--- config.mk ---
export PLATFORM = sky130hd
export DESIGN_NAME = multicycle_ctrl
export DESIGN_NICKNAME = d
export VERILOG_FILES = /design/src/rtl/mcc_pkg.sv /design/src/rtl/mcc_timeout_cnt.sv /design/src/rtl/multicycle_ctrl.sv
export SDC_FILE = /design/constraint.sdc
export NUM_CORES = 1
export LEC_CHECK = 0
export CAP_MARGIN = 15
export CORE_MARGIN = 3
export CORE_UTILIZATION = 45
export CTS_CLUSTER_DIAMETER = 60
export DETAILED_ROUTE_END_ITERATION = 16
export DONT_BUFFER_PORTS = 1
export HOLD_SLACK_MARGIN = 0.12
export SLEW_MARGIN = 25
export SYNTH_ARGS = -nofsm -noshare
export SYNTH_HDL_FRONTEND = slang
export SYNTH_SLANG_ARGS = --single-unit
--- constraint.sdc ---
create_clock -name clk -period 1.21 [get_ports clk]
set_input_delay 0.121 -clock clk [delete_from_list [all_inputs] [get_ports clk]]
set_output_delay 0.121 -clock clk [all_outputs]
set_load 0.05 [all_outputs]
--- src/rtl/mcc_pkg.sv ---
// rtl/mcc_pkg.sv - state, opcode and mux-select constants for the multi-cycle control FSM
package mcc_pkg;

  typedef logic [3:0] state_t;

  localparam state_t S_IDLE   = 4'd0;
  localparam state_t S_FETCH  = 4'd1;
  localparam state_t S_DECODE = 4'd2;
  localparam state_t S_EXEC   = 4'd3;
  localparam state_t S_MEM    = 4'd4;
  localparam state_t S_WB     = 4'd5;
  localparam state_t S_BRANCH = 4'd6;
  localparam state_t S_JUMP   = 4'd7;
  localparam state_t S_ERROR  = 4'd8;

  localparam logic [6:0] OP_R      = 7'b0110011;
  localparam logic [6:0] OP_I      = 7'b0010011;
  localparam logic [6:0] OP_LOAD   = 7'b0000011;
  localparam logic [6:0] OP_STORE  = 7'b0100011;
  localparam logic [6:0] OP_BRANCH = 7'b1100011;
  localparam logic [6:0] OP_JAL    = 7'b1101111;
  localparam logic [6:0] OP_JALR   = 7'b1100111;
  localparam logic [6:0] OP_LUI    = 7'b0110111;
  localparam logic [6:0] OP_AUIPC  = 7'b0010111;

  localparam logic [1:0] PC_PLUS4 = 2'd0;
  localparam logic [1:0] PC_REL   = 2'd1;
  localparam logic [1:0] PC_ALU   = 2'd2;

  localparam logic [1:0] WB_ALU = 2'd0;
  localparam logic [1:0] WB_MDR = 2'd1;
  localparam logic [1:0] WB_PC  = 2'd2;
  localparam logic [1:0] WB_IMM = 2'd3;

  function automatic state_t decode_next(input logic [6:0] op);
    case (op)
      OP_R, OP_I, OP_LOAD, OP_STORE, OP_AUIPC: decode_next = S_EXEC;
      OP_LUI:                                  decode_next = S_WB;
      OP_BRANCH:                               decode_next = S_BRANCH;
      OP_JAL, OP_JALR:                         decode_next = S_JUMP;
      default:                                 decode_next = S_ERROR;
    endcase
  endfunction

endpackage

--- src/rtl/mcc_timeout_cnt.sv ---
// rtl/mcc_timeout_cnt.sv - saturating wait counter flagging a stalled memory request
module mcc_timeout_cnt #(
  parameter int TIMEOUT = 15,
  parameter int TW      = 4
) (
  input  logic clk,
  input  logic rst,
  input  logic clr,
  input  logic inc,
  output logic hit
);

  logic [TW-1:0] cnt;

  assign hit = (cnt == TW'(TIMEOUT));

  always_ff @(posedge clk or posedge rst) begin
    if (rst)
      cnt <= '0;
    else if (clr)
      cnt <= '0;
    else if (inc && !hit)
      cnt <= cnt + 1'b1;
  end

endmodule

--- src/rtl/multicycle_ctrl.sv ---
// rtl/multicycle_ctrl.sv - multi-cycle RV32I control FSM; MCC_MEM_TIMEOUT_EN adds a memory wait timeout
module multicycle_ctrl
  import mcc_pkg::*;
#(
  parameter int TIMEOUT = 15,
  parameter int TW      = 4
) (
  input  logic       clk,
  input  logic       rst,
  input  logic       run,
  input  logic [6:0] opcode,
  input  logic       funct3_is_store,
  input  logic       branch_taken,
  input  logic       mem_ready,
  output logic       mem_req,
  output logic       mem_we,
  output logic       pc_load,
  output logic [1:0] pc_src,
  output logic       ir_load,
  output logic       ab_load,
  output logic       alu_out_load,
  output logic       mdr_load,
  output logic       rf_we,
  output logic [1:0] wb_sel,
  output logic       alu_src_a,
  output logic       alu_src_b,
  output logic       retire,
  output logic       err,
  output logic [3:0] state_o
);

  state_t state, state_n;
  logic   tmo_hit;
  logic   unused_hint;

  assign unused_hint = funct3_is_store;

`ifdef MCC_MEM_TIMEOUT_EN
  logic waiting;

  // Any cycle not spent stalled on memory (ready, or another state) resets the count.
  assign waiting = ((state == S_FETCH) || (state == S_MEM)) && !mem_ready;

  mcc_timeout_cnt #(
    .TIMEOUT (TIMEOUT),
    .TW      (TW)
  ) u_timeout (
    .clk (clk),
    .rst (rst),
    .clr (!waiting),
    .inc (waiting),
    .hit (tmo_hit)
  );
`else
  logic [TW-1:0] unused_cfg;

  assign unused_cfg = TW'(TIMEOUT);
  assign tmo_hit    = 1'b0;
`endif

  always_comb begin
    state_n      = state;
    mem_req      = 1'b0;
    mem_we       = 1'b0;
    pc_load      = 1'b0;
    pc_src       = PC_PLUS4;
    ir_load      = 1'b0;
    ab_load      = 1'b0;
    alu_out_load = 1'b0;
    mdr_load     = 1'b0;
    rf_we        = 1'b0;
    wb_sel       = WB_ALU;
    alu_src_a    = 1'b0;
    alu_src_b    = 1'b0;
    retire       = 1'b0;
    case (state)
      S_IDLE: begin
        if (run)
          state_n = S_FETCH;
      end
      S_FETCH: begin
        mem_req = !tmo_hit;
        if (mem_ready) begin
          ir_load = 1'b1;
          pc_load = 1'b1;
          pc_src  = PC_PLUS4;
          state_n = S_DECODE;
        end else if (tmo_hit) begin
          state_n = S_ERROR;
        end
      end
      S_DECODE: begin
        ab_load = 1'b1;
        state_n = decode_next(opcode);
      end
      S_EXEC: begin
        alu_out_load = 1'b1;
        alu_src_b    = (opcode != OP_R);
        alu_src_a    = (opcode == OP_AUIPC);
        state_n      = ((opcode == OP_LOAD) || (opcode == OP_STORE)) ? S_MEM : S_WB;
      end
      S_MEM: begin
        mem_req = !tmo_hit;
        mem_we  = (opcode == OP_STORE) && !tmo_hit;
        if (mem_ready) begin
          if (opcode == OP_STORE) begin
            retire  = 1'b1;
            state_n = run ? S_FETCH : S_IDLE;
          end else begin
            mdr_load = 1'b1;
            state_n  = S_WB;
          end
        end else if (tmo_hit) begin
          state_n = S_ERROR;
        end
      end
      S_WB: begin
        rf_we   = 1'b1;
        retire  = 1'b1;
        wb_sel  = (opcode == OP_LOAD) ? WB_MDR : (opcode == OP_LUI) ? WB_IMM : WB_ALU;
        state_n = run ? S_FETCH : S_IDLE;
      end
      S_BRANCH: begin
        pc_load = branch_taken;
        pc_src  = PC_REL;
        retire  = 1'b1;
        state_n = run ? S_FETCH : S_IDLE;
      end
      S_JUMP: begin
        rf_we   = 1'b1;
        wb_sel  = WB_PC;
        pc_load = 1'b1;
        pc_src  = (opcode == OP_JALR) ? PC_ALU : PC_REL;
        retire  = 1'b1;
        state_n = run ? S_FETCH : S_IDLE;
      end
      S_ERROR: begin
        state_n = S_ERROR;
      end
      default: begin
        state_n = S_ERROR;
      end
    endcase
  end

  always_ff @(posedge clk or posedge rst) begin
    if (rst) begin
      state <= S_IDLE;
      err   <= 1'b0;
    end else begin
      state <= state_n;
      if (state_n == S_ERROR)
        err <= 1'b1;
    end
  end

  assign state_o = state;

endmodule

==> flow_summary.ini, run 1 <==
[outcome]
status = aborted with a tool error
haltStage = 4_1_cts
firstError = [ERROR DPL-0038] Utilization greater than 100%, impossible to legalize

[synth]
syn_nets = 91
yosysWarnings = 0
synth_area_um2 = 629
ys.flop_type = dfrtp_1
synthMuxAreaShare_pct = 1.59
ys_types = 39
ys_seq_elements = 5
synthTopCellsByArea = dfrtp_1, nor2_1, buf_6
yosys.area_share.simple_pct = 44.7
syn_avg_cell_area_um2 = 8.07
synth_compound_area_share_pct = 21.3
synth-adder-area-share_pct = 0
synth_top_area_share_pct = 19.9
syn_inst = 78
synth_top_family_by_area = simple AND/OR/NAND/NOR gates
ys_seq_area_share_pct = 19.9
synth-async-reset-ratio_pct = 100
synth_edf_count = 0
yosysTopAreaCell = dfrtp_1
synth_xor_area_share_pct = 1.39

[clocking]
cts_buffers = 3
htree_levels = 1
cts.sinks = 5
post-cts-setup-buffers = 2
cts_root_buffer = clkbuf_4
postCtsHoldBufs = 2
clock_tree.buffer_depth = 2
cts-resized-gates = 22

[die]
fp.dieW_um = 43.4
start_util_pct = 52.4
core.rowCount = 12
die_y_um = 43.4
pin_count = 33

[placed_design]
dp_worst_setup_slack_ns = -0.194
io_buffers = 0
gp_congestion = 0.878
dp_hpwl_mm = 2.05
[cells in the mapped netlist (2+ instances only)]
cell / n
a21oi_1: 4
and3_1: 2
buf_6: 3
dfrtp_1: 5
inv_1: 5
nand2_1: 5
nand3_1: 6
nor2_1: 9
nor3_1: 4
nor3b_1: 3
nor4_1: 2
o2111ai_1: 2
o21ai_0: 2
[logic make-up after synthesis]
kind of cell              Yosys count
and+or+nand+nor                    42
xor gates and xnor gates            1
DFF                                 5
buffers and inverters              11
AOI/OAI and AO/OA                  18
muxes                               1
[through the flow]
stage               instances  utilization [%]  setup TNS (ns)  cell area [µm²]
floorplan                  78                -           -9.13              766
global placement          125             94.5           -1.31             1130
detailed placement        125             94.5           -2.21             1130
==> run 2: changes to the inputs <==
Settings changed: CORE_AREA set to 3 3 64 66, CORE_MARGIN 3 to unset, CORE_UTILIZATION 45 to unset, CTS_CLUSTER_DIAMETER 60 to unset, DIE_AREA set to 0 0 67 69, HOLD_SLACK_MARGIN 0.12 to unset, PLACE_DENSITY_LB_ADDON set to 0.15.
Clock period 1.21 ns to 1.57 ns, I/O delays scaled along.
==> flow_summary.ini, run 2 <==
[outcome]
status = complete, but fails checks
violations = setup timing

[clocking]
cts_root_buffer = clkbuf_8
clk-insertion-delay-late_ns = 0.22
cts.sinks = 5
cts_tree = done
htree_levels = 1
cts_buffers = 3
cts.reportedPaths.clkPinSlew_ns = 0.03
clock_tree.buffer_depth = 2

[critical_path]
cp.arrival_ns = 1.48
crit_type = register to primary output
r2r-end = state_o[0]$_DFF_PP0_
worstSetupEndpointType = primary output
cp-start-kind = register
cp_max_fo = 4
worstRegToRegCells = 7
worstReg2RegStart = state_o[2]$_DFF_PP0_
reg2reg_slack_ns = 0.01
worstPathRequired_ns = 1.41

[sta]
fmax_ghz = 0.611
setup_violations = 3
rsz0062_at_grt = yes
setup_ws_ns = -0.0668
tightest_slew_ns = 0.334
slew_violations = 0
hold_viol = 0
finalCritPeriodShare_pct = 104
fin_crit_ns = 1.64
max_slew_margin_pct = 77.7
fin_worst_skew_ns = 0.00220

[layout]
fillCellCount = 397
antenna_cells = 0
syn_to_final_growth_pct = 102
final_common_cell = buf_4
instances_no_fill = 162
finish.utilization_pct = 35.0
drive_gt1_share_pct = 63.2
largest_reg_flops = 4
mostFrequentLayoutCells = buf_4, buf_12, buf_6
nets = 128

[global_route]
grt_usage_pct = 9.81
overflow = 0
antenna_found_initial = 0
grt_max_degree = 10
grt_pass1_wl_mm = 3.60
grt_pass1_vias = 754

[pwr]
switching_power_w = 0.000502
p_leak_nw = 0.486
pwr-share-seq_pct = 20.9
pwr-share-clk_pct = 20.9
p_comb_share_pct = 58.3
ir_drop_mv = 0.343
switching_share_pct = 45.1
p_int_w = 0.000611
cellPowerDensity_nw_per_um2 = 874

[placed_design]
dp_hpwl_mm = 1.68
dp_worst_setup_slack_ns = 0.0489
io_buffers = 0
place_inst = 146
gp_congestion = 0.762

[die]
fp.dieW_um = 67
die_y_um = 69
core.rowCount = 22
dieArea_um2 = 4620
pin_count = 33
core_um2 = 3630
start_util_pct = 17.3

[synth]
synth-async-reset-ratio_pct = 100
synth_common_cells = nor2_1, nand3_1, dfrtp_1, inv_1, nand2_1
ys_types = 39
ys.flop_type = dfrtp_1
synthTopCellsByArea = dfrtp_1, nor2_1, buf_6
synth_edf_count = 0
yosysWarnings = 0
syn_inst = 78
ys_seq_elements = 5
synth_area_um2 = 629
ys_seq_area_share_pct = 19.9
yosysMostFrequentCell = nor2_1
yosysTopAreaCell = dfrtp_1
syn_avg_cell_area_um2 = 8.07
syn_nets = 91
synth_top_area_share_pct = 19.9

[routing]
vias = 727
wirelength_mm = 2.15
drtIter0Drc = 20
post-route-drc-count = 0
drtAntennaViolNets = 0
wl_per_cell_um = 13.2
viasPerCell = 4.49
first_pass_iters = 2

[hold_path]
min_to = state_o[2]$_DFF_PP0_
hold_path_class = input pin to register
min_delay_path_depth = 2
hp-start = mem_ready

[flow_run]
cap_violations = 0
## run 2: worst max path at each step
stage / from / to / slack (ns) / cells after the start
2_1_floorplan: state_o[3]$_DFF_PP0_ / state_o[0]$_DFF_PP0_ / -0.32 / 5
3_3_place_gp: state_o[3]$_DFF_PP0_ / wb_sel[0] / 0.05 / 4
3_5_place_dp: state_o[3]$_DFF_PP0_ / wb_sel[0] / 0.05 / 4
4_1_cts: state_o[3]$_DFF_PP0_ / wb_sel[0] / -0.1 / 4
5_1_grt: state_o[3]$_DFF_PP0_ / mdr_load / -0.13 / 5
6_report: state_o[3]$_DFF_PP0_ / mdr_load / -0.07 / 5
## run 2: power by group through the flow
stage / registers, W / clock network, W / logic, W
floorplan: 0.000289 / 0 / 0.000369
global placement: 0.000246 / 0 / 0.000538
detailed placement: 0.000249 / 0 / 0.000539
CTS: 0.000229 / 0.000241 / 0.000633
global route: 0.000240 / 0.000252 / 0.000693
finish: 0.000232 / 0.000232 / 0.000648
## run 2: per-stage QoR
stage | power (W) | TNS, ns | hold slack, ns | cell area (µm²)
final | 0.00111 | -0.143 | 0.161 | 1270
after global routing | 0.00119 | -0.615 | 0.161 | 1270
after CTS | 0.00110 | -0.199 | 0.157 | 1220
after detailed placement | 0.000789 | 0 | -0.0441 | 1080
after global placement | 0.000783 | 0 | -0.0470 | 1080
after floorplan | 0.000658 | -2.85 | -0.0648 | 766
## run 2: final cells by class
class	count	area, µm²	area share (%)
Inverter	5	22.5	1.77
Timing Repair Buffer	38	443	34.8
Multi-Input combinational cell	62	572	44.9
Tap cell	48	60.1	4.72
Clock buffer	4	45.0	3.54
Sequential cell	5	130	10.2
## run 2: worst max-delay path, stage by stage (launching register included)
cell,delay [ns]
dfrtp_2,0.41
and2b_2,0.27
buf_6,0.13
nand2_4,0.07
nor3b_4,0.23
buf_12,0.16
## run 2: what timing repair did
item | CTS | global route
setup buffers | 9 | 2
hold endpoints to repair | 5 | 0
endpoints found under the setup margin | 8 | 12
hold buffers | 1 | 0
pin swaps | 3 | 4
resized for setup | 5 | 9
## run 2: logic make-up after synthesis
family                    after synthesis  synth area share (%)
xor gates and xnor gates                1                  1.39
AOI/OAI and AO/OA                      18                  21.3
buffers and inverters                  11                  11.1
DFF                                     5                  19.9
muxes                                   1                  1.59
and+or+nand+nor                        42                  44.7
## run 2: routing by layer
metal	up-vias	share of wire [%]	global-route usage (%)	wire (µm)
met5	-	0	0	0
met4	0	0	1.35	0
met3	0	8.5	3.91	183
met2	23	47	15.7	1010
met1	342	44	12.5	954
li1	362	-	-	-
(Power assumes the default switching activity.)
